**src/rtl/ssd_pkg.sv**
```systemverilog
// ssd_pkg: shared seven-segment constants, encodings and helpers.
// Contents: seg_t pattern type, SEG_BLANK, SEG_DASH, SEG_HEX[0..15] (all active-low, bit order gfedcba),
//           AN_OFF(w) returning an all-ones anode word of width w.
package ssd_pkg;
    typedef logic [6:0] seg_t;
    localparam seg_t SEG_BLANK = 7'h7F;
    localparam seg_t SEG_DASH  = 7'h3F;
    localparam seg_t SEG_HEX [16] = '{
        7'h40, 7'h79, 7'h24, 7'h30, 7'h19, 7'h12, 7'h02, 7'h78,
        7'h00, 7'h10, 7'h08, 7'h03, 7'h46, 7'h21, 7'h06, 7'h0E
    };
    function automatic logic [31:0] AN_OFF(input int w);
        return (w >= 32) ? 32'hFFFF_FFFF : (32'h1 << w) - 32'h1;
    endfunction
endpackage

```
**src/rtl/ssd_tick_gen.sv**
```systemverilog
// ssd_tick_gen: enabled modulo-TICK_DIV counter emitting a one-cycle tick on its last count.
// Ports: clk, rst_n (async active-low), i_en (count enable), o_tick (high when enabled at count TICK_DIV-1).
module ssd_tick_gen #(
    parameter int TICK_DIV = 1563
) (
    input  logic clk,
    input  logic rst_n,
    input  logic i_en,
    output logic o_tick
);
    localparam int W = (TICK_DIV > 1) ? $clog2(TICK_DIV) : 1;
    localparam logic [W-1:0] LAST = W'(TICK_DIV - 1);
    logic [W-1:0] r_cnt;
    assign o_tick = i_en && (r_cnt == LAST);
    always_ff @(posedge clk or negedge rst_n) begin
        if (!rst_n) r_cnt <= '0;
        else if (i_en) r_cnt <= o_tick ? '0 : r_cnt + 1'b1;
    end
endmodule

```
**src/rtl/ssd_mux.sv**
```systemverilog
// ssd_mux: time-multiplexed seven-segment driver with per-digit dp, blanking and PWM brightness.
// Ports: clk, rst_n (async active-low), seg_in[DIGITS][7] (active-low patterns), dp_in, digit_en,
//        brightness, [blink_mask when SSD_MUX_BLINK_EN], an (active-low one-cold), seg, dp (active-low).
// Optional feature: define SSD_MUX_BLINK_EN to add per-digit blinking with a BLINK_FRAMES half-period.
module ssd_mux
    import ssd_pkg::*;
#(
    parameter int DIGITS       = 8,
    parameter int TICK_DIV     = 1563,
    parameter int BRIGHT_W     = 3,
    parameter int BLINK_FRAMES = 256
) (
    input  logic                   clk,
    input  logic                   rst_n,
    input  logic [DIGITS-1:0][6:0] seg_in,
    input  logic [DIGITS-1:0]      dp_in,
    input  logic [DIGITS-1:0]      digit_en,
    input  logic [BRIGHT_W-1:0]    brightness,
`ifdef SSD_MUX_BLINK_EN
    input  logic [DIGITS-1:0]      blink_mask,
`endif
    output logic [DIGITS-1:0]      an,
    output logic [6:0]             seg,
    output logic                   dp
);
    localparam int IW = $clog2(DIGITS);
    localparam logic [IW-1:0] IDX_LAST = IW'(DIGITS - 1);
    logic                w_tick, w_slot, w_frame, w_load, w_en, w_lit;
    logic [IW-1:0]       r_idx, w_idx_nxt;
    logic [BRIGHT_W-1:0] r_sub, r_bright;
    logic                r_first, r_dp, r_en, r_dp_o;
    seg_t                r_seg, r_seg_o;
    logic [DIGITS-1:0]   r_an;
    ssd_tick_gen #(.TICK_DIV(TICK_DIV)) u_tick (
        .clk    (clk),
        .rst_n  (rst_n),
        .i_en   (1'b1),
        .o_tick (w_tick)
    );
    // A slot ends when the last subslot ticks; the frame ends when that happens on the last digit.
    assign w_slot    = w_tick && (r_sub == '1);
    assign w_frame   = w_slot && (r_idx == IDX_LAST);
    assign w_idx_nxt = w_frame ? '0 : (w_slot ? r_idx + 1'b1 : r_idx);
    // Latches load on the same edge idx advances so they always describe the current slot.
    assign w_load    = w_slot || r_first;
`ifdef SSD_MUX_BLINK_EN
    logic w_blink_tgl, r_off, r_mask;
    ssd_tick_gen #(.TICK_DIV(BLINK_FRAMES)) u_blink (
        .clk    (clk),
        .rst_n  (rst_n),
        .i_en   (w_frame),
        .o_tick (w_blink_tgl)
    );
    always_ff @(posedge clk or negedge rst_n) begin
        if (!rst_n) begin
            r_off  <= 1'b0;
            r_mask <= 1'b0;
        end else begin
            if (w_blink_tgl) r_off <= ~r_off;
            if (w_load) r_mask <= blink_mask[w_idx_nxt];
        end
    end
    assign w_en = r_en && !(r_off && r_mask);
`else
    logic w_unused_blink;
    assign w_unused_blink = ^BLINK_FRAMES;
    assign w_en = r_en;
`endif
    assign w_lit = w_en && (r_sub <= r_bright);
    always_ff @(posedge clk or negedge rst_n) begin
        if (!rst_n) begin
            r_first  <= 1'b1;
            r_idx    <= '0;
            r_sub    <= '0;
            r_seg    <= SEG_BLANK;
            r_dp     <= 1'b0;
            r_en     <= 1'b0;
            r_bright <= '0;
        end else begin
            r_first <= 1'b0;
            r_idx   <= w_idx_nxt;
            if (w_tick) r_sub <= r_sub + 1'b1;
            if (w_load) begin
                r_seg <= seg_in[w_idx_nxt];
                r_dp  <= dp_in[w_idx_nxt];
                r_en  <= digit_en[w_idx_nxt];
            end
            if (w_frame || r_first) r_bright <= brightness;
        end
    end
    always_ff @(posedge clk or negedge rst_n) begin
        if (!rst_n) begin
            r_an    <= DIGITS'(AN_OFF(DIGITS));
            r_seg_o <= SEG_BLANK;
            r_dp_o  <= 1'b1;
        end else begin
            r_an    <= w_lit ? ~(DIGITS'(1) << r_idx) : DIGITS'(AN_OFF(DIGITS));
            r_seg_o <= w_lit ? r_seg : SEG_BLANK;
            r_dp_o  <= !(w_lit && r_dp);
        end
    end
    assign an  = r_an;
    assign seg = r_seg_o;
    assign dp  = r_dp_o;
endmodule

```
**config.mk**
```make
export PLATFORM = sky130hd
export DESIGN_NAME = ssd_mux
export DESIGN_NICKNAME = d
export VERILOG_FILES = /design/src/rtl/ssd_pkg.sv /design/src/rtl/ssd_tick_gen.sv /design/src/rtl/ssd_mux.sv
export SDC_FILE = /design/constraint.sdc
export NUM_CORES = 1
export LEC_CHECK = 0
export BUFFER_PORTS_ARGS = -buffer_cell sky130_fd_sc_hd__buf_2
export CAP_MARGIN = 30
export CORE_MARGIN = 8
export CORE_UTILIZATION = 45
export CTS_BUF_LIST = sky130_fd_sc_hd__clkbuf_8 sky130_fd_sc_hd__clkbuf_16
export CTS_CLUSTER_SIZE = 30
export DETAILED_ROUTE_END_ITERATION = 8
export PLACE_DENSITY = 0.76
export SLEW_MARGIN = 30
export SYNTH_ARGS = -nofsm -noshare
export SYNTH_HDL_FRONTEND = slang
export SYNTH_SLANG_ARGS = --single-unit
```
**constraint.sdc**
```tcl
create_clock -name clk -period 6.5 [get_ports clk]
set_input_delay 0.325 -clock clk [delete_from_list [all_inputs] [get_ports clk]]
set_output_delay 0.325 -clock clk [all_outputs]
set_load 0.005 [all_outputs]
```
* Yosys cells after proc, flatten, opt, wreduce, memory -nomap -nowiden *
Index checks and enable logic that the tools add are counted.

word-level totals
  bits in registers = 46
  bits in latches = 0
  RAM bits = 0
  memory bits (read-only) = 0
  input bits = 77
  output and inout port bits = 16
  logic and storage cells = 39
  memories = 0

operators by class
  add/subtract/negate cells = 3
  multiply operators = 0
  div/mod/pow operators = 0
  $lt $le $gt $ge = 2
  equality and inequality tests = 3
  shift-type cells = 1
  multiplexer cells = 11
  bitwise gates (word level) = 1
  reduce and logical (&&, ||, !) cells = 7

operators with widths
  operator                                                               count
  7-bit binary-select mux with 3-bit select                              1
  7-bit two-way mux                                                      2
  11-bit by 1-bit adder with 11-bit output (second input constant)       1
  11-bit equality test (second input constant)                           1
  11-bit two-way mux                                                     1
  8-bit two-way mux                                                      1
  8-bit inverter                                                         1
  1-bit by 3-bit << shifter with 8-bit output (first input constant)     1
  3-bit by 1-bit adder with 3-bit output (second input constant)         2
  1-bit binary-select mux with 3-bit select                              2
  3-bit equality test (second input constant)                            2
  3-bit two-way mux                                                      2
  1-bit logical AND                                                      4
  3-bit by 4-bit < comparator with 1-bit output (second input constant)  1
  3-bit <= comparator                                                    1
  1-bit logical OR                                                       2
  1-bit two-way mux                                                      2
  1-bit logical NOT                                                      1

* Longest topological paths before layout *
  word-level depth = 6
  depth in mapped cells = 11
  mapped depth without buffers = 9

* Hierarchy *
Synthesis repeated with hierarchy kept, for this count alone.

unflattened totals
  cell total of the unflattened synthesis = 259
  area, all modules = 2,905.3 um2

modules (own cells, without submodules)
  module        instances  cells each  area an instance (um2)  sequential area each (um2)
  ssd_mux       1          203         2,319.7                 905.9
  ssd_tick_gen  1          56          585.6                   275.3

* Least setup slack after synthesis *
No wires, ideal clock.

  kind = reg2reg
  from = reg r_idx[0]
  to = reg r_seg[0]
  setup time = 0.083 ns
  arrival = 2.119 ns
  data required time = 6.417 ns
  slack = 4.297 ns
  stages on the path, launching flop included = 11
  path buffers = 3
  clock period less this slack = 2.203 ns
  cells stage by stage = dfrtp_1 ha_1 ha_1 clkbuf_1 nor3b_1 and4_1 buf_2 buf_2 a22o_1 o21ai_0 a41oi_1

on the way
  cells in the longest elaborated chain, start to end = 5
  elaborated cells on any way between the ends = 7
  classes of those cells = add/sub: 1; eq/ne: 1; mux: 4; reduce/logical: 1

RTL lines
  item                                                                           line                          text
  start: declaration                                                             ssd_mux.sv:29                 logic [IW-1:0] r_idx, w_idx_nxt;
  start signal: assignment                                                       ssd_mux.sv:81                 r_idx <= w_idx_nxt;
  3-bit by 1-bit adder with 3-bit output or 3-bit equality test (tied branches)  ssd_mux.sv:43, ssd_mux.sv:42
  3-bit two-way mux or 1-bit logical AND (tied branches)                         ssd_mux.sv:43, ssd_mux.sv:42
  3-bit two-way mux *                                                            ssd_mux.sv:43                 assign w_idx_nxt = w_frame ? '0 : (w_slot ? r_idx + 1'b1 : r_idx);
  7-bit binary-select mux with 3-bit select *                                    ssd_mux.sv:84                 r_seg <= seg_in[w_idx_nxt];
  7-bit two-way mux (implied by the code) *                                      ssd_mux.sv:84
  end signal: assignment                                                         ssd_mux.sv:84
  end: declaration                                                               ssd_mux.sv:32                 seg_t r_seg, r_seg_o;

Mark *: on every way between the ends. The rest lies on a longest branch, timed or not. The select of a mux whose other input is x is not followed.
A chain may end at the register's enable or synchronous reset.

* Worst setup path in the final report *
  from = reg r_idx[0]
  to = reg r_seg[2]

Same word-level chain as after synthesis.

==> impl_metrics.tcl <==
set metrics [dict create \
    final_cells 533 \
    fin_skew_ps 10.00 \
    layout_common_cells "buf_2 (91), nand2_1 (60), o21ai_0 (32)" \
    layout_min_cycle_time_ps 2982 \
    clock_latency_ps 300 \
    cp_max_fo 78 \
    drv_slew 0 \
    final_common_cell "buf_2" \
    dp_slack_ps 3552 \
    post_cts.repair.setup_buffers 0 \
    start_util_pct 45.93 \
    dp_hpwl_mm 6.529 \
    maxCapViolCount 0 \
    cts_hold_buf 0 \
    synthTopCellsByArea "dfstp_2 (19%), dfrtp_1 (17%), nand2_1 (6.9%)" \
    core_area_sq_mm 0.007137 \
    reg2reg_from "r_idx[0]" \
    status "complete, no violations" \
    grt_overflow_total 0 \
    p_clk_share_pct 34.4 \
    r2r_setup_slack_ps 3520 \
    switching_power_uw 140.6 \
    vias 2989 \
    min_period_over_period_pct 45.87 \
    antennaDiodeCount 0 \
    r2r-end "r_seg[2]" \
    netlist.area_leader.share_pct 19.24 \
    cts_tree "yes" \
    ys_seq_elements 46 \
    ant_nets 0 \
    grt_max_degree 79 \
    switching_share_pct 23.45 \
    cp.required_ps 6720 \
    clockBufferDepth 2 \
    cts_buffers 5 \
    synth_area_sq_mm 0.003278 \
    track_usage_pct 16.91 \
    fp.dieArea_sq_mm 0.01027 \
    seq_area_frac_synth_pct 36.03 \
    syn_nets 451 \
    endpoint_kind "flip-flop" \
    post-place-cells 525 \
    r2r_cells 7 \
    setup-tns-final_ps 0 \
    grt_pass1_vias 2952 \
    die_h_um 101.4 \
    drt-wirelength-per-cell_um 16.15 \
    antenna_found_initial 0 \
    clock_sinks 46 \
    max_freq_mhz 335.4 \
    root_buffer "clkbuf_8" \
    vias_per_cell 5.608 \
    utilization_pct 53.61 \
    max_slew_margin_pct 41.18 \
    p_per_area_mw_per_mm2 156.7 \
    synthDistinctLibCells 42 \
    rsz0062_at_grt "no" \
    drcViolationCount 0 \
    row_count 31 \
    startpoint_type "flip-flop" \
    setup_viol 0 \
    path_class "reg -> reg" \
    p_leak_nw 1.606 \
    die_x_um 101.4 \
    htree_levels 2 \
    worstSetupStartpoint "r_idx[0]" \
    tightestPinTransition_ps 879.5 \
    avgSynthCellArea_sq_um 9.081 \
    ctsResizeCount 0 \
    combPwrFrac_pct 13.6 \
    intPower_uw 459.0 \
    yosysTopAreaCell "dfstp_2" \
    ys_warn_count 0 \
    hold_viol 0 \
    nFillCells 685 \
    drt_iter0_drc 233 \
    setup_slack_ps 3518 \
    numPortBuffers 92 \
    crit_arrival_ps 3200 \
    boundaryPins 93 \
    layout-drive-gt1-share_pct 32.72 \
    hold_class "in -> async" \
    syn_to_final_growth_pct 16.72 \
    hold_ws_ps 6.897 \
    cp-endpoint "r_seg[2]" \
    seqPwrFrac_pct 52.0 \
    gp_congestion 0.9106 \
    ir_drop_mv 0.09465 \
    final_nets 523 \
    first_pass_iters 5 \
    drt-total-wl_mm 8.606 \
    synth_cells 361 \
    grt_pass1_wl_mm 14.18 \
    clkTransAtPathRegs_ps 90 \
]
-- registers in the layout (all words and copies together) (netlist names) --
signal / count
an: 8
r_seg: 7
u_tick.r_cnt: 11
r_bright: 3
r_dp: 1
r_first: 1
dp: 1
seg: 7
r_sub: 3
r_idx: 3
r_en: 1
-- kinds of logic (layout without fill, tap and decap cells) --
kind of cell	Yosys count	after routing	share of synthesized area [%]
DFF	46	46	36.03
muxes	25	25	7.939
and+or+nand+nor	132	132	19.85
AOI/OAI and AO/OA	98	98	22.75
xor gates and xnor gates	9	9	2.404
buffers and inverters	37	110	5.954
other	1	1	0.1144
adders and majority gates	13	13	4.962
-- metal layers --
metal  track usage [%]  up-vias  share of wire (%)
li1                  -     1458                  -
met3             3.780       14                6.1
met4             5.842        0                1.7
met1             22.02     1400                 44
met2             26.92      117                 48
met5                 0        -                  0
-- Yosys cell counts, drive strengths merged --
| library cell | n |
|---|---|
| o22a | 9 |
| nor2b | 2 |
| and3 | 2 |
| a41oi | 9 |
| nand2 | 60 |
| ha | 13 |
| dfstp | 24 |
| mux2 | 5 |
| buf | 13 |
| o21ai | 37 |
| a21oi | 3 |
| nor4b | 1 |
| and4b | 1 |
| nor3 | 1 |
| a31oi | 1 |
| clkbuf | 15 |
| conb | 1 |
| a221oi | 18 |
| mux2i | 20 |
| nand4 | 3 |
| or3 | 1 |
| nand3 | 28 |
| nor2 | 18 |
| nand2b | 10 |
| inv | 9 |
| nor3b | 1 |
| xnor2 | 5 |
| a21o | 2 |
| dfrtp | 22 |
| and4 | 3 |
| o21a | 1 |
| xor2 | 4 |
| and2 | 1 |
| a22o | 18 |
-- cell type report --
cell class                 instances  area (sq um)  area share, %
multi-input combinational        278          1907          49.84
sequential                        46          1185          30.97
timing repair buffer              93         470.5          12.30
tap                               99         123.9          3.237
clock buffer                       5         68.82          1.799
clock inverter                     3         37.54         0.9810
inverter                           9         33.78         0.8829
-- worst max-delay path, cell delays in order (launching register included) --
cell     delay, ps
dfrtp_4        770
ha_1           350
ha_1           290
nor3b_1        190
and4_1         690
a22o_1         240
o21ai_0        120
a41oi_1        250
-- how the worst min path moves through the flow --
stage,to,cells after the start
2_1_floorplan,r_bright[0],0
3_3_place_gp,dp,1
3_5_place_dp,dp,1
4_1_cts,u_tick.r_cnt[5],1
5_1_grt,u_tick.r_cnt[7],1
6_report,u_tick.r_cnt[0],1
-- power by group through the flow --
stage | clock, mW | combinational, mW | sequential, mW
global placement | 0 | 0.0806 | 0.316
CTS | 0.207 | 0.0815 | 0.312
floorplan | 0 | 0.0316 | 0.316
finish | 0.207 | 0.0813 | 0.312
global route | 0.220 | 0.0896 | 0.314
detailed placement | 0 | 0.0812 | 0.317
-- per-stage QoR --
| stage | instance area (sq um) | total power, mW |
|---|---|---|
| final | 3826 | 0.5995 |
| after global routing | 3826 | 0.6228 |
| after CTS | 3821 | 0.6006 |
| after detailed placement | 3715 | 0.3981 |
| after global placement | 3711 | 0.3970 |
| after floorplan | 3278 | 0.3477 |
(Power assumes the default switching activity.)
